[src/rtl/branch_outcome_predictor_pkg.sv]
// Shared definitions for the gshare branch predictor: counter encodings,
// reset state and default geometry.
package branch_outcome_predictor_pkg;

    typedef enum logic [1:0] {
        SNT = 2'b00,
        WNT = 2'b01,
        WT  = 2'b10,
        ST  = 2'b11
    } ctr_e;

    localparam logic [1:0] CTR_RESET      = WNT;
    localparam int         DEF_INDEX_BITS = 6;
    localparam int         DEF_HIST_BITS  = 6;

    // Direction encoded by a counter: the MSB separates the taken half.
    function automatic logic ctr_taken(input logic [1:0] ctr);
        return ctr[1];
    endfunction

endpackage

[src/rtl/branch_outcome_predictor_sat_counter2.sv]
// Combinational next-state function of a 2-bit saturating direction counter.
module sat_counter2
    import branch_outcome_predictor_pkg::*;
(
    input  logic [1:0] cur,
    input  logic       taken,
    output logic [1:0] nxt
);

    always_comb begin
        nxt = cur;
        if (taken) begin
            if (cur != ST) begin
                nxt = cur + 2'd1;
            end
        end else begin
            if (cur != SNT) begin
                nxt = cur - 2'd1;
            end
        end
    end

endmodule

[src/rtl/branch_outcome_predictor.sv]
// gshare direction predictor: registered prediction to fetch, training and
// mispredict detection from EX, saturating performance statistics.
module branch_outcome_predictor
    import branch_outcome_predictor_pkg::*;
#(
    parameter int INDEX_BITS = DEF_INDEX_BITS,
    parameter int HIST_BITS  = DEF_HIST_BITS,
    parameter int STAT_BITS  = 32
) (
    input  logic                  clk,
    input  logic                  rst_n,
    input  logic                  pred_req,
    input  logic [31:0]           pred_pc,
    output logic                  pred_valid,
    output logic                  pred_taken,
    output logic [INDEX_BITS-1:0] pred_index,
    input  logic                  resolve_valid,
    input  logic [INDEX_BITS-1:0] resolve_index,
    input  logic                  resolve_taken,
    input  logic                  resolve_pred,
    input  logic                  flush,
    output logic                  mispredict,
    output logic [STAT_BITS-1:0]  stat_branches,
    output logic [STAT_BITS-1:0]  stat_mispredicts
);

    localparam int ENTRIES = 1 << INDEX_BITS;

    logic [1:0]            table_q [ENTRIES];
    logic [INDEX_BITS-1:0] ghr_ext;
    logic [INDEX_BITS-1:0] pred_idx;
    logic [1:0]            upd_cur;
    logic [1:0]            upd_nxt;
    logic [1:0]            pred_ctr;
    logic                  is_mispredict;

    logic                  pred_valid_q, pred_valid_d;
    logic                  pred_taken_q, pred_taken_d;
    logic [INDEX_BITS-1:0] pred_index_q, pred_index_d;
    logic                  mispredict_q, mispredict_d;
    logic [STAT_BITS-1:0]  stat_br_q, stat_br_d;
    logic [STAT_BITS-1:0]  stat_mp_q, stat_mp_d;

    logic unused_pc_bits;
    assign unused_pc_bits = ^{pred_pc[31:INDEX_BITS+2], pred_pc[1:0]};

    // Global history; with no history bits the index degenerates to bimodal.
    generate
        if (HIST_BITS == 0) begin : g_no_ghr
            assign ghr_ext = '0;
        end else begin : g_ghr
            logic [HIST_BITS-1:0] ghr_q;
            logic [HIST_BITS-1:0] ghr_d;

            if (HIST_BITS == 1) begin : g_one
                assign ghr_d = resolve_valid ? resolve_taken : ghr_q;
            end else begin : g_shift
                assign ghr_d = resolve_valid ? {ghr_q[HIST_BITS-2:0], resolve_taken} : ghr_q;
            end

            always_ff @(posedge clk or negedge rst_n) begin
                if (!rst_n) begin
                    ghr_q <= '0;
                end else begin
                    ghr_q <= ghr_d;
                end
            end

            assign ghr_ext = INDEX_BITS'(ghr_q);
        end
    endgenerate

    assign pred_idx = pred_pc[INDEX_BITS+1:2] ^ ghr_ext;
    assign upd_cur  = table_q[resolve_index];

    sat_counter2 u_sat (
        .cur   (upd_cur),
        .taken (resolve_taken),
        .nxt   (upd_nxt)
    );

    // Same-edge collision: the prediction sees the counter after training.
    always_comb begin
        pred_ctr = table_q[pred_idx];
        if (resolve_valid && (resolve_index == pred_idx)) begin
            pred_ctr = upd_nxt;
        end
    end

    genvar gi;
    generate
        for (gi = 0; gi < ENTRIES; gi++) begin : g_entry
            always_ff @(posedge clk or negedge rst_n) begin
                if (!rst_n) begin
                    table_q[gi] <= CTR_RESET;
                end else if (resolve_valid && (resolve_index == INDEX_BITS'(gi))) begin
                    table_q[gi] <= upd_nxt;
                end
            end
        end
    endgenerate

    assign is_mispredict = resolve_valid && (resolve_taken != resolve_pred);

    always_comb begin
        pred_valid_d = pred_req && !flush;
        pred_taken_d = pred_taken_q;
        pred_index_d = pred_index_q;
        if (pred_req && !flush) begin
            pred_taken_d = ctr_taken(pred_ctr);
            pred_index_d = pred_idx;
        end
    end

    always_comb begin
        mispredict_d = is_mispredict;
        stat_br_d    = stat_br_q;
        stat_mp_d    = stat_mp_q;
        if (resolve_valid && (stat_br_q != '1)) begin
            stat_br_d = stat_br_q + STAT_BITS'(1);
        end
        if (is_mispredict && (stat_mp_q != '1)) begin
            stat_mp_d = stat_mp_q + STAT_BITS'(1);
        end
    end

    always_ff @(posedge clk or negedge rst_n) begin
        if (!rst_n) begin
            pred_valid_q <= 1'b0;
            pred_taken_q <= 1'b0;
            pred_index_q <= '0;
            mispredict_q <= 1'b0;
            stat_br_q    <= '0;
            stat_mp_q    <= '0;
        end else begin
            pred_valid_q <= pred_valid_d;
            pred_taken_q <= pred_taken_d;
            pred_index_q <= pred_index_d;
            mispredict_q <= mispredict_d;
            stat_br_q    <= stat_br_d;
            stat_mp_q    <= stat_mp_d;
        end
    end

    assign pred_valid       = pred_valid_q;
    assign pred_taken       = pred_taken_q;
    assign pred_index       = pred_index_q;
    assign mispredict       = mispredict_q;
    assign stat_branches    = stat_br_q;
    assign stat_mispredicts = stat_mp_q;

endmodule

[config.mk]
export PLATFORM = sky130hd
export DESIGN_NAME = branch_outcome_predictor
export DESIGN_NICKNAME = d
export VERILOG_FILES = /design/src/rtl/branch_outcome_predictor_pkg.sv /design/src/rtl/branch_outcome_predictor_sat_counter2.sv /design/src/rtl/branch_outcome_predictor.sv
export SDC_FILE = /design/constraint.sdc
export NUM_CORES = 1
export LEC_CHECK = 0
export BUFFER_PORTS_ARGS = -buffer_cell sky130_fd_sc_hd__buf_2
export CAP_MARGIN = 10
export CORE_ASPECT_RATIO = 0.7
export CORE_MARGIN = 3
export CORE_UTILIZATION = 40
export CTS_BUF_LIST = sky130_fd_sc_hd__clkbuf_16
export DETAILED_ROUTE_END_ITERATION = 7
export PLACE_DENSITY = 0.63
export SYNTH_ARGS = -nofsm -noshare
export SYNTH_HDL_FRONTEND = slang
export SYNTH_SLANG_ARGS = --single-unit
[constraint.sdc]
create_clock -name clk -period 3.9 [get_ports clk]
set_clock_uncertainty 0.2 [all_clocks]
set_input_delay 0.195 -clock clk [delete_from_list [all_inputs] [get_ports clk]]
set_output_delay 0.195 -clock clk [all_outputs]
set_load 0.01 [all_outputs]
==> PnR_summary.wiki <==
{| class="wikitable"
! Metric !! Value
|-
| Post_cts resized || 0
|-
| Crit start category || flip-flop
|-
| Count of pins over their slew limit || 0
|-
| Setup Total Neg Slack || 0 ps
|-
| EDFF count, synth || 0
|-
| Cell Rows || 48
|-
| Transition time of the tightest slew-check pin || 962.1 ps
|-
| Number of top-level pins || 118
|-
| Most common library cell in the layout ignoring fill and taps || sky130_fd_sc_hd__dfrtp_1
|-
| Hold/Removal Path Class || in2reg
|-
| Area growth, synth to finish || 14.56%
|-
| Final nets || 937
|-
| Minimum setup slack in the final design || 729.4 ps
|-
| Chip Height || 140.3 um
|-
| Pwr Density || 454.9 nW/um^2
|-
| Buffer cell driving the clock tree root || sky130_fd_sc_hd__clkbuf_16
|-
| Worst-case vdd ir drop || 0.0002888 V
|-
| Area of the core || 24980 um^2
|-
| Layout cells sized above 1 || 0.4298
|-
| Largest net degree at the start of global routing || 117
|-
| Worst-skew pair later-pin latency || 510 ps
|-
| Proportion of register bits with asynchronous set or reset after synthesis || 1.000
|-
| Peak Freq || 315.4 MHz
|-
| Beginning of the worst hold path || resolve_valid
|-
| Layout filler cell count || 2250
|-
| Cell Area, Synth || 10310 um^2
|-
| Via/cell ratio || 5.577
|-
| Iteration-0 DRC Markers || 512
|-
| Number of CTS-inserted buffers || 21
|-
| Total Wirelength || 24450 um
|-
| Vias in the first global route || 6866
|-
| Post-route DRC violation count || 0
|-
| Die area || 27780 um^2
|-
| Number of different library cells in the post-synthesis netlist || 39
|-
| Share of the clock period used by the worst path after layout || 0.8130
|-
| Number of iterations in the first detailed-routing pass || 4
|-
| Worst Setup SP || table_q[1]
|-
| Commonest register cell after synthesis || sky130_fd_sc_hd__dfrtp_1
|-
| Number of warning messages in the yosys log || 0
|-
| Setup CP Type || reg2reg
|-
| #FFs+latches synth || 207
|-
| Status || finished clean
|-
| Type of element capturing the critical path || flip-flop
|-
| Post-Place Worst Slack || 352.6 ps
|-
| Sequential cell area fraction in the yosys report || 0.5100
|-
| Tot GR Track Use || 0.1781
|-
| Leak || 5.269 nW
|-
| Routability congestion estimate from global placement || 0.7977
|-
| Count of nets left with antenna violations after detail routing || 0
|-
| Clock-pin slew on the worst setup and hold paths || 60 ps
|-
| Starting utilization of the core area || 0.4128
|-
| Net count of the mapped netlist || 847
|-
| R2R cell count || 7
|-
| Routed wire length per instance || 19.84 um
|-
| Buffers added on ports || 91
|-
| Relative slew slack || 0.3586
|-
| Number of instances in the synthesized netlist || 800
|-
| Final number of hold-violating endpoints || 0
|-
| Maxcap violations || 0
|-
| Total gr overflow || 0
|-
| R2r startpoint || table_q[1]
|-
| Wire length of the first global-routing pass || 39570 um
|-
| Initial antenna violation count || 2
|-
| Max FO, Critical Path || 65
|-
| Arrival @ worst endpoint || 3340 ps
|-
| Clock Path Buffers || 3
|-
| Routed via count || 6871
|-
| Req. time, crit path || 4070 ps
|-
| CTS tree || built
|-
| Horizontal die dimension || 197.9 um
|-
| Shortest period the worst path allows || 3171 ps
|-
| Final HPWL DP || 16580 um
|-
| Number of clock sinks || 207
|-
| Post-Syn Area per Cell || 12.89 um^2
|-
| Number of endpoints failing setup at the final stage || 0
|-
| Most frequent cells in the layout || 143 x sky130_fd_sc_hd__dfrtp_1, 137 x sky130_fd_sc_hd__mux2_2, 90 x sky130_fd_sc_hd__buf_2, 79 x sky130_fd_sc_hd__nand2_1, 64 x sky130_fd_sc_hd__dfstp_2
|-
| CTS H-tree depth || 1
|-
| Unrepaired setup endpoints after global routing || false
|-
| Number of cells traversed by the worst hold path || 2
|}
-- worst max-delay path, cell delays in order (launching register included) --
cell,delay (ps)
sky130_fd_sc_hd__dfrtp_1,390
sky130_fd_sc_hd__mux4_2,480
sky130_fd_sc_hd__a22oi_1,210
sky130_fd_sc_hd__a21oi_1,150
sky130_fd_sc_hd__or4_1,580
sky130_fd_sc_hd__maj3_2,310
sky130_fd_sc_hd__buf_4,340
sky130_fd_sc_hd__mux2_2,360
-- cells in the mapped netlist, types with 7 or more instances --
library cell | number | area, um^2
sky130_fd_sc_hd__a21oi_1 | 10 | 50.05
sky130_fd_sc_hd__a22oi_1 | 24 | 180.2
sky130_fd_sc_hd__and3_1 | 16 | 100.1
sky130_fd_sc_hd__and4_1 | 12 | 105.1
sky130_fd_sc_hd__buf_6 | 9 | 101.4
sky130_fd_sc_hd__clkbuf_1 | 30 | 112.6
sky130_fd_sc_hd__dfrtp_1 | 143 | 3578
sky130_fd_sc_hd__dfstp_2 | 64 | 1682
sky130_fd_sc_hd__mux2_2 | 137 | 1543
sky130_fd_sc_hd__mux4_2 | 48 | 1081
sky130_fd_sc_hd__nand2_1 | 79 | 296.5
sky130_fd_sc_hd__nand2b_1 | 7 | 43.79
sky130_fd_sc_hd__nand3_1 | 31 | 155.2
sky130_fd_sc_hd__nand4_1 | 15 | 93.84
sky130_fd_sc_hd__nor2_1 | 43 | 161.4
sky130_fd_sc_hd__nor3_1 | 13 | 65.06
sky130_fd_sc_hd__xnor2_1 | 51 | 446.7
sky130_fd_sc_hd__xor2_1 | 26 | 227.7
-- report_power, final --
group | switching, mW | total, mW | internal, mW
clock network | 0.846 | 1.89 | 1.05
logic | 0.481 | 0.878 | 0.397
registers | 0.168 | 2.60 | 2.43
-- through the flow --
| step | util | cells | cell area (um^2) | hold slack, ps | power [mW] |
|---|---|---|---|---|---|
| final | 0.4729 | 1232 | 11820 | 57.57 | 5.375 |
| after global routing | 0.4729 | 1232 | 11820 | 50.25 | 5.643 |
| after global placement | 0.4442 | 1184 | 11100 | 214.3 | 3.495 |
| after CTS | 0.4727 | 1230 | 11810 | 25.19 | 5.441 |
| after detailed placement | 0.4442 | 1184 | 11100 | 207.5 | 3.519 |
| after floorplan | - | 800 | 10310 | -300.6 | 3.180 |
-- area by class of cell --
cell class	count	area, um^2	share of cell area
tap	325	406.6	0.03442
clock inverter	17	106.4	0.009001
inverter	4	15.01	0.001271
sequential	207	5260	0.4452
multi-input combinational	545	4825	0.4083
antenna	2	5.005	0.0004236
timing repair buffer	111	671.9	0.05687
clock buffer	21	525.5	0.04448
-- state kept, by name, indices dropped and copies added (netlist names) --
register / flops
mispredict: 1
pred_index: 6
pred_valid: 1
stat_branches: 32
table_q: 128
pred_taken: 1
g_ghr.ghr_q: 6
stat_mispredicts: 32
-- per-layer routing --
layer | up-vias | track usage | wire (um) | part of all wire
met5 | - | 0 | 0 | 0
li1 | 3095 | - | - | -
met1 | 3566 | 0.2880 | 12520 | 0.51
met4 | 0 | 0.03684 | 328 | 0.013
met2 | 182 | 0.2466 | 10190 | 0.42
met3 | 28 | 0.03414 | 1415 | 0.058
-- logic make-up after synthesis --
logic type                 synth area share
and+or+nand+nor                      0.1099
DFF                                  0.5100
muxes                                0.2544
xor gates and xnor gates            0.06539
buffers and inverters               0.02475
AOI/OAI and AO/OA                   0.03094
adders and majority gates          0.004609
-- final timing paths --
kind	end	slack, ps
min reg2reg	pred_index[5]	270
max in group asynchronous	table_q[110]	2200
max	table_q[93]	730
min	g_ghr.ghr_q[1]	60
min in group asynchronous	table_q[57]	190
max reg2reg	table_q[93]	730
-- timing repair --
item | CTS | global route
buffers inserted | 0 | 0
endpoints found under the hold margin | 77 | 0
endpoints found under the setup margin | 0 | 0
hold buffers | 8 | 0
(Power assumes the default switching activity.)
